### src/rtl/hash_pkg.sv
// rtl/hash_pkg.sv - shared operation and FSM encodings for the hash/overflow key-value blocks
package hash_pkg;

  typedef enum logic [1:0] {
    OP_LOOKUP = 2'b00,
    OP_INSERT = 2'b01,
    OP_DELETE = 2'b10,
    OP_RSVD   = 2'b11
  } op_e;

  typedef enum logic [1:0] {
    IDLE   = 2'b00,
    SEARCH = 2'b01,
    RESP   = 2'b10
  } state_e;

endpackage

### src/rtl/overflow_kv_store.sv
// rtl/overflow_kv_store.sv - linear-scan overflow key/value table, one entry compared per cycle
module overflow_kv_store
  import hash_pkg::*;
#(
  parameter int WIDTH      = 32,
  parameter int VALUE_SIZE = 32,
  parameter int DEPTH      = 16
) (
  input  logic                       clk,
  input  logic                       reset,
  input  logic                       req_valid,
  output logic                       req_ready,
  input  logic [1:0]                 operation,
  input  logic [WIDTH-1:0]           key,
  input  logic [VALUE_SIZE-1:0]      value_in,
  output logic                       resp_valid,
  input  logic                       resp_ready,
  output logic [VALUE_SIZE-1:0]      value_out,
  output logic                       hit,
  output logic                       success,
  output logic [$clog2(DEPTH+1)-1:0] count,
  output logic                       full
);

  localparam int IW = $clog2(DEPTH);
  localparam int CW = $clog2(DEPTH+1);

  state_e                state;
  op_e                   op_q;
  logic [WIDTH-1:0]      key_q;
  logic [VALUE_SIZE-1:0] val_q;
  logic [IW-1:0]         idx;
  logic [IW-1:0]         free_idx;
  logic                  free_found;

  logic [DEPTH-1:0]      valid;
  logic [WIDTH-1:0]      keys [DEPTH];
  logic [VALUE_SIZE-1:0] vals [DEPTH];

  logic          match;
  logic          last;
  logic          slot_avail;
  logic [IW-1:0] slot;

  // The entry under inspection in the final cycle may itself be the first free slot.
  always_comb begin
    match      = valid[idx] && (keys[idx] == key_q);
    last       = (idx == IW'(DEPTH-1));
    slot_avail = free_found || !valid[idx];
    slot       = free_found ? free_idx : idx;
  end

  always_ff @(posedge clk) begin
    if (reset) begin
      state      <= IDLE;
      req_ready  <= 1'b1;
      resp_valid <= 1'b0;
      hit        <= 1'b0;
      success    <= 1'b0;
      value_out  <= '0;
      valid      <= '0;
      count      <= '0;
      full       <= 1'b0;
      idx        <= '0;
      free_idx   <= '0;
      free_found <= 1'b0;
      op_q       <= OP_LOOKUP;
      key_q      <= '0;
      val_q      <= '0;
    end else begin
      case (state)
        IDLE: begin
          if (req_valid) begin
            op_q       <= op_e'(operation);
            key_q      <= key;
            val_q      <= value_in;
            idx        <= '0;
            free_found <= 1'b0;
            req_ready  <= 1'b0;
            if (op_e'(operation) == OP_RSVD) begin
              state      <= RESP;
              resp_valid <= 1'b1;
              hit        <= 1'b0;
              success    <= 1'b0;
              value_out  <= '0;
            end else begin
              state <= SEARCH;
            end
          end
        end

        SEARCH: begin
          if (match) begin
            state      <= RESP;
            resp_valid <= 1'b1;
            hit        <= 1'b1;
            success    <= 1'b1;
            value_out  <= '0;
            case (op_q)
              OP_LOOKUP: value_out <= vals[idx];
              OP_INSERT: vals[idx] <= val_q;
              OP_DELETE: begin
                valid[idx] <= 1'b0;
                count      <= count - CW'(1);
                full       <= 1'b0;
              end
              default: ;
            endcase
          end else if (last) begin
            state      <= RESP;
            resp_valid <= 1'b1;
            hit        <= 1'b0;
            value_out  <= '0;
            if (op_q == OP_INSERT && slot_avail) begin
              keys[slot]  <= key_q;
              vals[slot]  <= val_q;
              valid[slot] <= 1'b1;
              count       <= count + CW'(1);
              full        <= (count == CW'(DEPTH-1));
              success     <= 1'b1;
            end else begin
              success <= 1'b0;
            end
          end else begin
            if (!valid[idx] && !free_found) begin
              free_found <= 1'b1;
              free_idx   <= idx;
            end
            idx <= idx + IW'(1);
          end
        end

        RESP: begin
          if (resp_ready) begin
            state      <= IDLE;
            resp_valid <= 1'b0;
            req_ready  <= 1'b1;
          end
        end

        default: begin
          state     <= IDLE;
          req_ready <= 1'b1;
        end
      endcase
    end
  end

endmodule

### config.mk
export PLATFORM = sky130hd
export DESIGN_NAME = overflow_kv_store
export DESIGN_NICKNAME = d
export VERILOG_FILES = /design/src/rtl/hash_pkg.sv /design/src/rtl/overflow_kv_store.sv
export SDC_FILE = /design/constraint.sdc
export NUM_CORES = 1
export LEC_CHECK = 0
export ABC_CLOCK_PERIOD_IN_PS = 6900
export CELL_PAD_IN_SITES_DETAIL_PLACEMENT = 0
export CELL_PAD_IN_SITES_GLOBAL_PLACEMENT = 1
export CORE_AREA = 2 2 363 365
export CTS_BUF_LIST = sky130_fd_sc_hd__clkbuf_4 sky130_fd_sc_hd__clkbuf_8 sky130_fd_sc_hd__clkbuf_16
export DETAILED_ROUTE_END_ITERATION = 12
export DIE_AREA = 0 0 365 367
export PLACE_DENSITY_LB_ADDON = 0.1
export SLEW_MARGIN = 15
export SYNTH_ARGS = -nofsm -noshare
export SYNTH_HDL_FRONTEND = slang
export SYNTH_SLANG_ARGS = --single-unit
### constraint.sdc
create_clock -name clk -period 6.9 [get_ports clk]
set_input_delay 0.69 -clock clk [delete_from_list [all_inputs] [get_ports clk]]
set_output_delay 0.69 -clock clk [all_outputs]
set_load 0.02 [all_outputs]
==> results of run 1 <==
-- path summary, 6_finish.rpt --
kind | start | to | slack [ns] | depth (start not counted)
setup reg to reg | flip-flop | vals[13][26] | 1.22 | 11
hold reg to reg | value_out[24] | value_out[24] | 0.46 | 1
hold / removal | value_out[24] | value_out[24] | 0.46 | 1
setup / recovery | flip-flop | vals[13][26] | 1.22 | 11
-- power by group through the flow --
stage	combinational, mW	clock [mW]	sequential [mW]
finish	0.673	6.90	7.91
global route	0.731	7.38	7.93
global placement	0.684	0	8.05
floorplan	0.435	0	7.99
CTS	0.688	7.10	7.91
detailed placement	0.686	0	8.06
-- sequential cells by signal, indices dropped and copies added (netlist names), 4 cells and up, named ones only --
register   flops
count          5
idx            4
val_q         32
valid         16
value_out     32
key_q         32
vals         512
keys         512
free_idx       4
-- kinds of logic after synthesis --
family | after synthesis | share of synthesized area
buf+inv | 175 | 0.01648
compound gates | 235 | 0.03414
xor+xnor | 41 | 0.007935
flops | 1163 | 0.7409
simple gates | 380 | 0.03835
fa+ha+maj | 8 | 0.002378
mux | 375 | 0.1598
-- synth_stat cells, types with 9 or more instances --
master,number
o22ai_1,16
buf_1,24
nand3_1,31
a21oi_1,95
nand2_1,194
edfxtp_1,1024
mux2_2,23
inv_1,46
o2bb2ai_1,33
xnor2_1,28
a211oi_1,9
nor3_1,11
nor2_1,63
nand4_1,14
xor2_1,13
mux2i_1,77
dfxtp_1,139
buf_2,29
buf_4,10
nand2b_1,9
clkbuf_1,61
mux4_2,267
o21ai_0,18
a22oi_1,11
-- final cells by class --
| cell class | count | area (um^2) | area share |
|---|---|---|---|
| multi-input combinational | 1039 | 11280 | 0.2104 |
| clock buffer | 186 | 3887 | 0.07248 |
| inverter | 49 | 185.2 | 0.003453 |
| clock inverter | 57 | 460.4 | 0.008585 |
| antenna | 1 | 2.502 | 0.00004666 |
| sequential | 1163 | 33550 | 0.6255 |
| timing repair buffer | 184 | 2069 | 0.03859 |
| tap | 1755 | 2196 | 0.04094 |
-- per-layer routing --
metal  global-route usage  wire length [um]  vias up
met3              0.03001              4621      202
met1               0.2339             50980    12310
met2               0.2912             57850      563
li1                     -                 -     9987
met4              0.06838              3959        2
met5                    0                13        -
-- through the flow --
stage          instance area, um^2  power (mW)  setup slack (ns)
6_report                     53630       15.48             1.225
5_1_grt                      53630       16.03            0.9279
4_1_cts                      53610       15.70             1.193
3_5_place_dp                 49260       8.745             1.200
3_3_place_gp                 49260       8.730             1.219
2_1_floorplan                45260       8.420            0.4976
==> impl_results.md, run 1 <==
- # setup viols final: 0
- Synth Net Count: 2455
- Share of post-route cells with drive strength above 1: 0.2420
- Dpl cells: around 4200
- Clock network fraction of design power: 0.446
- Routed length per placed instance: 26.48 um
- Die X-Extent: ~370 um
- WS Path Type: flip-flop to flip-flop
- Hpwl dp: ~65 mm
- Comb pwr share: 0.043
- CP cell instances: buf_4 -> mux4_1 -> mux4_2 -> xnor2_1 -> nand4_1 -> or4_4 -> nor4_4 -> and2_1 -> o2111ai_2 -> a21oi_4 -> buf_12
- HP Class: flip-flop to flip-flop
- Vias in the first global route: ~24000
- Final net count: between 2000 and 3000
- Die height: approximately 370 um
- Post-synth EDFFs: between 1000 and 1500
- Clk_lat worst skew: 0.76 ns
- Netlist cell types: between 70 and 80
- Fin util: 0.4111
- DR vias: 23070
- Port buffer count: around 110
- Final setup TNS: 0 ns
- Global Route Usage Sum: 0.1769
- Post-route ant nets: 0
- Num rows: about 130
- Die ar.: approximately 130000 um^2
- First-pass GRT wire length: around 170 mm
- Initial antenna violation count: 2
- Clk buf depth: 3
- First-pass detailed-route iteration total: 5
- Routed vias/inst: 5.202
- GR Overflow Total: 0
- Resize count post-CTS: 0
- Slowest-stage cell, CP: dfxtp_4
- WP buf/inv: 2
- CP Capture Type: flip-flop
- Non-Filler Instances: between 4000 and 5000
- Sequential power share: 0.511
- Top FF cell, synth: edfxtp_1
- Switching Share: 0.2140
- CP arrival: roughly 6.1 ns
- Slowest stage delay, CP: about 0.85 ns
- Final period util: 0.8225
- Mapped Avg Cell Area: between 15 and 20 um^2
- Clock sinks: about 1200
- Clock skew: just under 0.04 ns
- Leak pwr: around 17 nW
- Leading cell types in the layout, fill and taps excluded: 1024 x edfxtp_1, 267 x mux4_2, 194 x nand2_1
- Final min period: 5.675 ns
- P_sw: between 3 and 4 mW
- Final Hold Viols: 0
- H-Tree Level Count: 4
- Initial core utilization: 0.3469
- Dominant cells by area after synthesis: edfxtp_1 68%, mux4_2 13%, dfxtp_1 6.1%, mux2i_1 1.7%, nand2_1 1.6%
- Max Fanout on Critical Path: 35
- Rel. slew slack: 0.2382
- Status: completed
- WP data required: roughly 7.3 ns
- Filler Cell Count: around 12000
- Mapped Cells: approximately 2400
- Max Freq: 176.2 MHz
- Max cap viols: 0
- Power per cell area: around 290 nW/um^2
- Area grow syn2layout: 18.51%
- RSZ-0062 raised after global routing: false
- Root buf cell: clkbuf_16
- CTS buffer count: approximately 130
- Core area: 130500 um^2
- Area share of the largest cell type after synthesis: 0.6795
- I/O pins: 112
- DRC errors left: 0
- Internal: 12.17 mW
- Final Wtd Congestion: 0.7801
- Drt first-iter violations: 1803
- Setup repair bufs after CTS: 0
- YS warnings: 0
- Delay-heaviest family, CP: simple AND/OR/NAND/NOR gates
- Pin count of the biggest net entering global routing: approximately 130
- Startpoint type of the worst setup path: flip-flop
- Final wirelength: roughly 120 mm
- Hold WS: approximately 0.46 ns
- Syn Std Cell Area: between 40000 and 50000 um^2
- Tightest Pin Transition: ~1.1 ns
- Max VDD drop: 0.2207 mV
- Slew Limit Fails: 0
- Commonest non-fill, non-tap cell in the layout: edfxtp_1
- Synthesized flop and latch total: 1163
- Largest area contributor in the netlist: edfxtp_1
- Sequential fraction of the synthesis area: 0.7409
- Worst-path clk slew: 0.06 ns
- Share of synthesized registers carrying an async set or reset: 0
- CTS tree: built
- Post-CTS Hold Buffers: 0
Note: power is estimated with default switching activity, not from simulation.
==> inputs of run 2 (changes only) <==
--- a/config.mk
+++ b/config.mk
@@ -5,7 +5,7 @@
 export SDC_FILE = /design/constraint.sdc
 export NUM_CORES = 1
 export LEC_CHECK = 0
-export ABC_CLOCK_PERIOD_IN_PS = 6900
+export ABC_CLOCK_PERIOD_IN_PS = 5600
 export CELL_PAD_IN_SITES_DETAIL_PLACEMENT = 0
 export CELL_PAD_IN_SITES_GLOBAL_PLACEMENT = 1
 export CORE_AREA = 2 2 363 365
==> constraint.sdc (replaced) <==
create_clock -name clk -period 5.6 [get_ports clk]
set_input_delay 0.56 -clock clk [delete_from_list [all_inputs] [get_ports clk]]
set_output_delay 0.56 -clock clk [all_outputs]
set_load 0.02 [all_outputs]
==> impl_results.md, run 2 (synthesis gave the netlist of run 1 again) <==
- Regs by FF count: keys x512, vals x512
- Max cap viols: 0
- Worst-path clk slew: ~0.06 ns
- Num rows: 133
- Post-DP Area: between 50000 and 60000 um^2
- H-Tree Level Count: 4
- Power per cell area: 354.0 nW/um^2
- Initial antenna violation count: 0
- Final period util: 0.9474
- Drt first-iter violations: 1786
- Share of post-route cells with drive strength above 1: 0.2601
- # setup viols final: 0
- Non-Filler Instances: between 4000 and 5000
- Die ar.: around 130000 um^2
- Final worst-path setup slack: 0.2944 ns
- ANT cells: 0
- CTS buffer count: about 130
- Final min period: 5.306 ns
- GR Overflow Total: 0
- Fin util: 0.4179
- First-pass GRT wire length: approximately 180 mm
- Finished Cell Area: roughly 55000 um^2
- Tightest Pin Transition: roughly 1.1 ns
- Pre-CTS setup slack: around 0.24 ns
- Final setup TNS: 0 ns
- Leak pwr: around 17 nW
- Post-route ant nets: 0
- WS Path Type: flip-flop to flip-flop
- Routed vias/inst: 5.181
- Final Wtd Congestion: ~0.79
- Core area: about 130000 um^2
- Pin count of the biggest net entering global routing: 91
- Initial core utilization: 0.3469
- Rel. slew slack: 0.2614
- WP data required: roughly 6.0 ns
- Clock sinks: approximately 1200
- I/O pins: roughly 110
- Hpwl dp: 72.44 mm
- Slew Limit Fails: 0
- CP arrival: around 5.7 ns
- DR vias: 23300
- Die X-Extent: between 300 and 400 um
- Final wirelength: approximately 120 mm
- Clk buf depth: 3
- Startpoint type of the worst setup path: flip-flop
- Max Freq: roughly 190 MHz
- Clock skew: approximately 0.028 ns
- Commonest non-fill, non-tap cell in the layout: edfxtp_1
- Final Hold Viols: 0
- HP Class: input pin to flip-flop
- Hold WS: between 0.2 and 0.3 ns
- Port buffer count: 111
- RSZ-0062 raised after global routing: false
- First-pass detailed-route iteration total: 6
- Final net count: 2713
- Max Fanout on Critical Path: 35
- DRC errors left: 0
- Max VDD drop: about 0.29 mV
- Die height: between 300 and 400 um
- Routed length per placed instance: around 27 um
- Global Route Usage Sum: 0.1831
- Clk_lat worst skew: between 0.7 and 0.8 ns
- CP Capture Type: flip-flop
- Area grow syn2layout: 20.46%
- Status: completed
- Root buf cell: clkbuf_16
- Vias in the first global route: 24660
- CTS tree: built
- Power, Total: slightly below 20 mW
- Leading cell types in the layout, fill and taps excluded: 1024 x edfxtp_1, 267 x mux4_2, 194 x nand2_1
- Dpl cells: 4257
-- run 2: changes by cell type in the layout (fill, tap and decap cells not counted), moves of 2 or more --
cell / change
buf_12: +25
buf_4: +41
clkbuf_16: -4
clkbuf_4: -5
bufinv_16: +7
clkinv_1: -2
-- run 2: report_power, final --
part           total, mW  internal [mW]  switching (mW)
Sequential          9.75           9.54           0.203
Combinational      0.852          0.373           0.479
Clock               8.70           5.27            3.44
-- run 2: metal layers --
| layer | track usage | vias up | share of wire |
|---|---|---|---|
| met5 | 0 | - | 0 |
| met4 | 0.05231 | 0 | 0.022 |
| met3 | 0.02690 | 182 | 0.034 |
| met2 | 0.3135 | 489 | 0.51 |
| met1 | 0.2416 | 12510 | 0.43 |
| li1 | - | 10120 | - |
-- run 2: final cells by class --
| type | instances | area (um^2) |
|---|---|---|
| fillers | 11570 | 75950 |
| inverters | 49 | 185.2 |
| multi-input cells | 1039 | 11280 |
| clock inverters | 62 | 666.9 |
| well taps | 1755 | 2196 |
| repair buffers | 251 | 2889 |
| clock buffers | 177 | 3750 |
| flip-flops and latches | 1163 | 33550 |
-- run 2: timing repair --
action,CTS,global route
gates resized for setup,0,1
endpoints found under the setup margin,0,32
buffers inserted,0,0
hold buffers,0,0
-- run 2: worst paths after layout --
check	from	to	slack, ns	depth (start not counted)
worst max-delay path	flip-flop	vals[14][22]	0.29	15
worst min-delay path	reset	count[1]	0.30	2
worst max register to register	flip-flop	vals[14][22]	0.29	15
worst min register to register	value_out[14]	value_out[14]	0.46	1
-- run 2: worst max-delay path, stage by stage (launching register included) --
cell and delay (ns):
dfxtp_4 0.54, buf_12 0.33, buf_4 0.38, mux4_2 0.55, mux2i_1 0.19, mux2i_1 0.12, xnor2_1 0.39, nand4_1 0.15
or4_4 0.54, nor4_4 0.40, buf_12 0.18, and2_1 0.16, o2111ai_2 0.26, buf_4 0.27, a21oi_4 0.13, buf_12 0.28
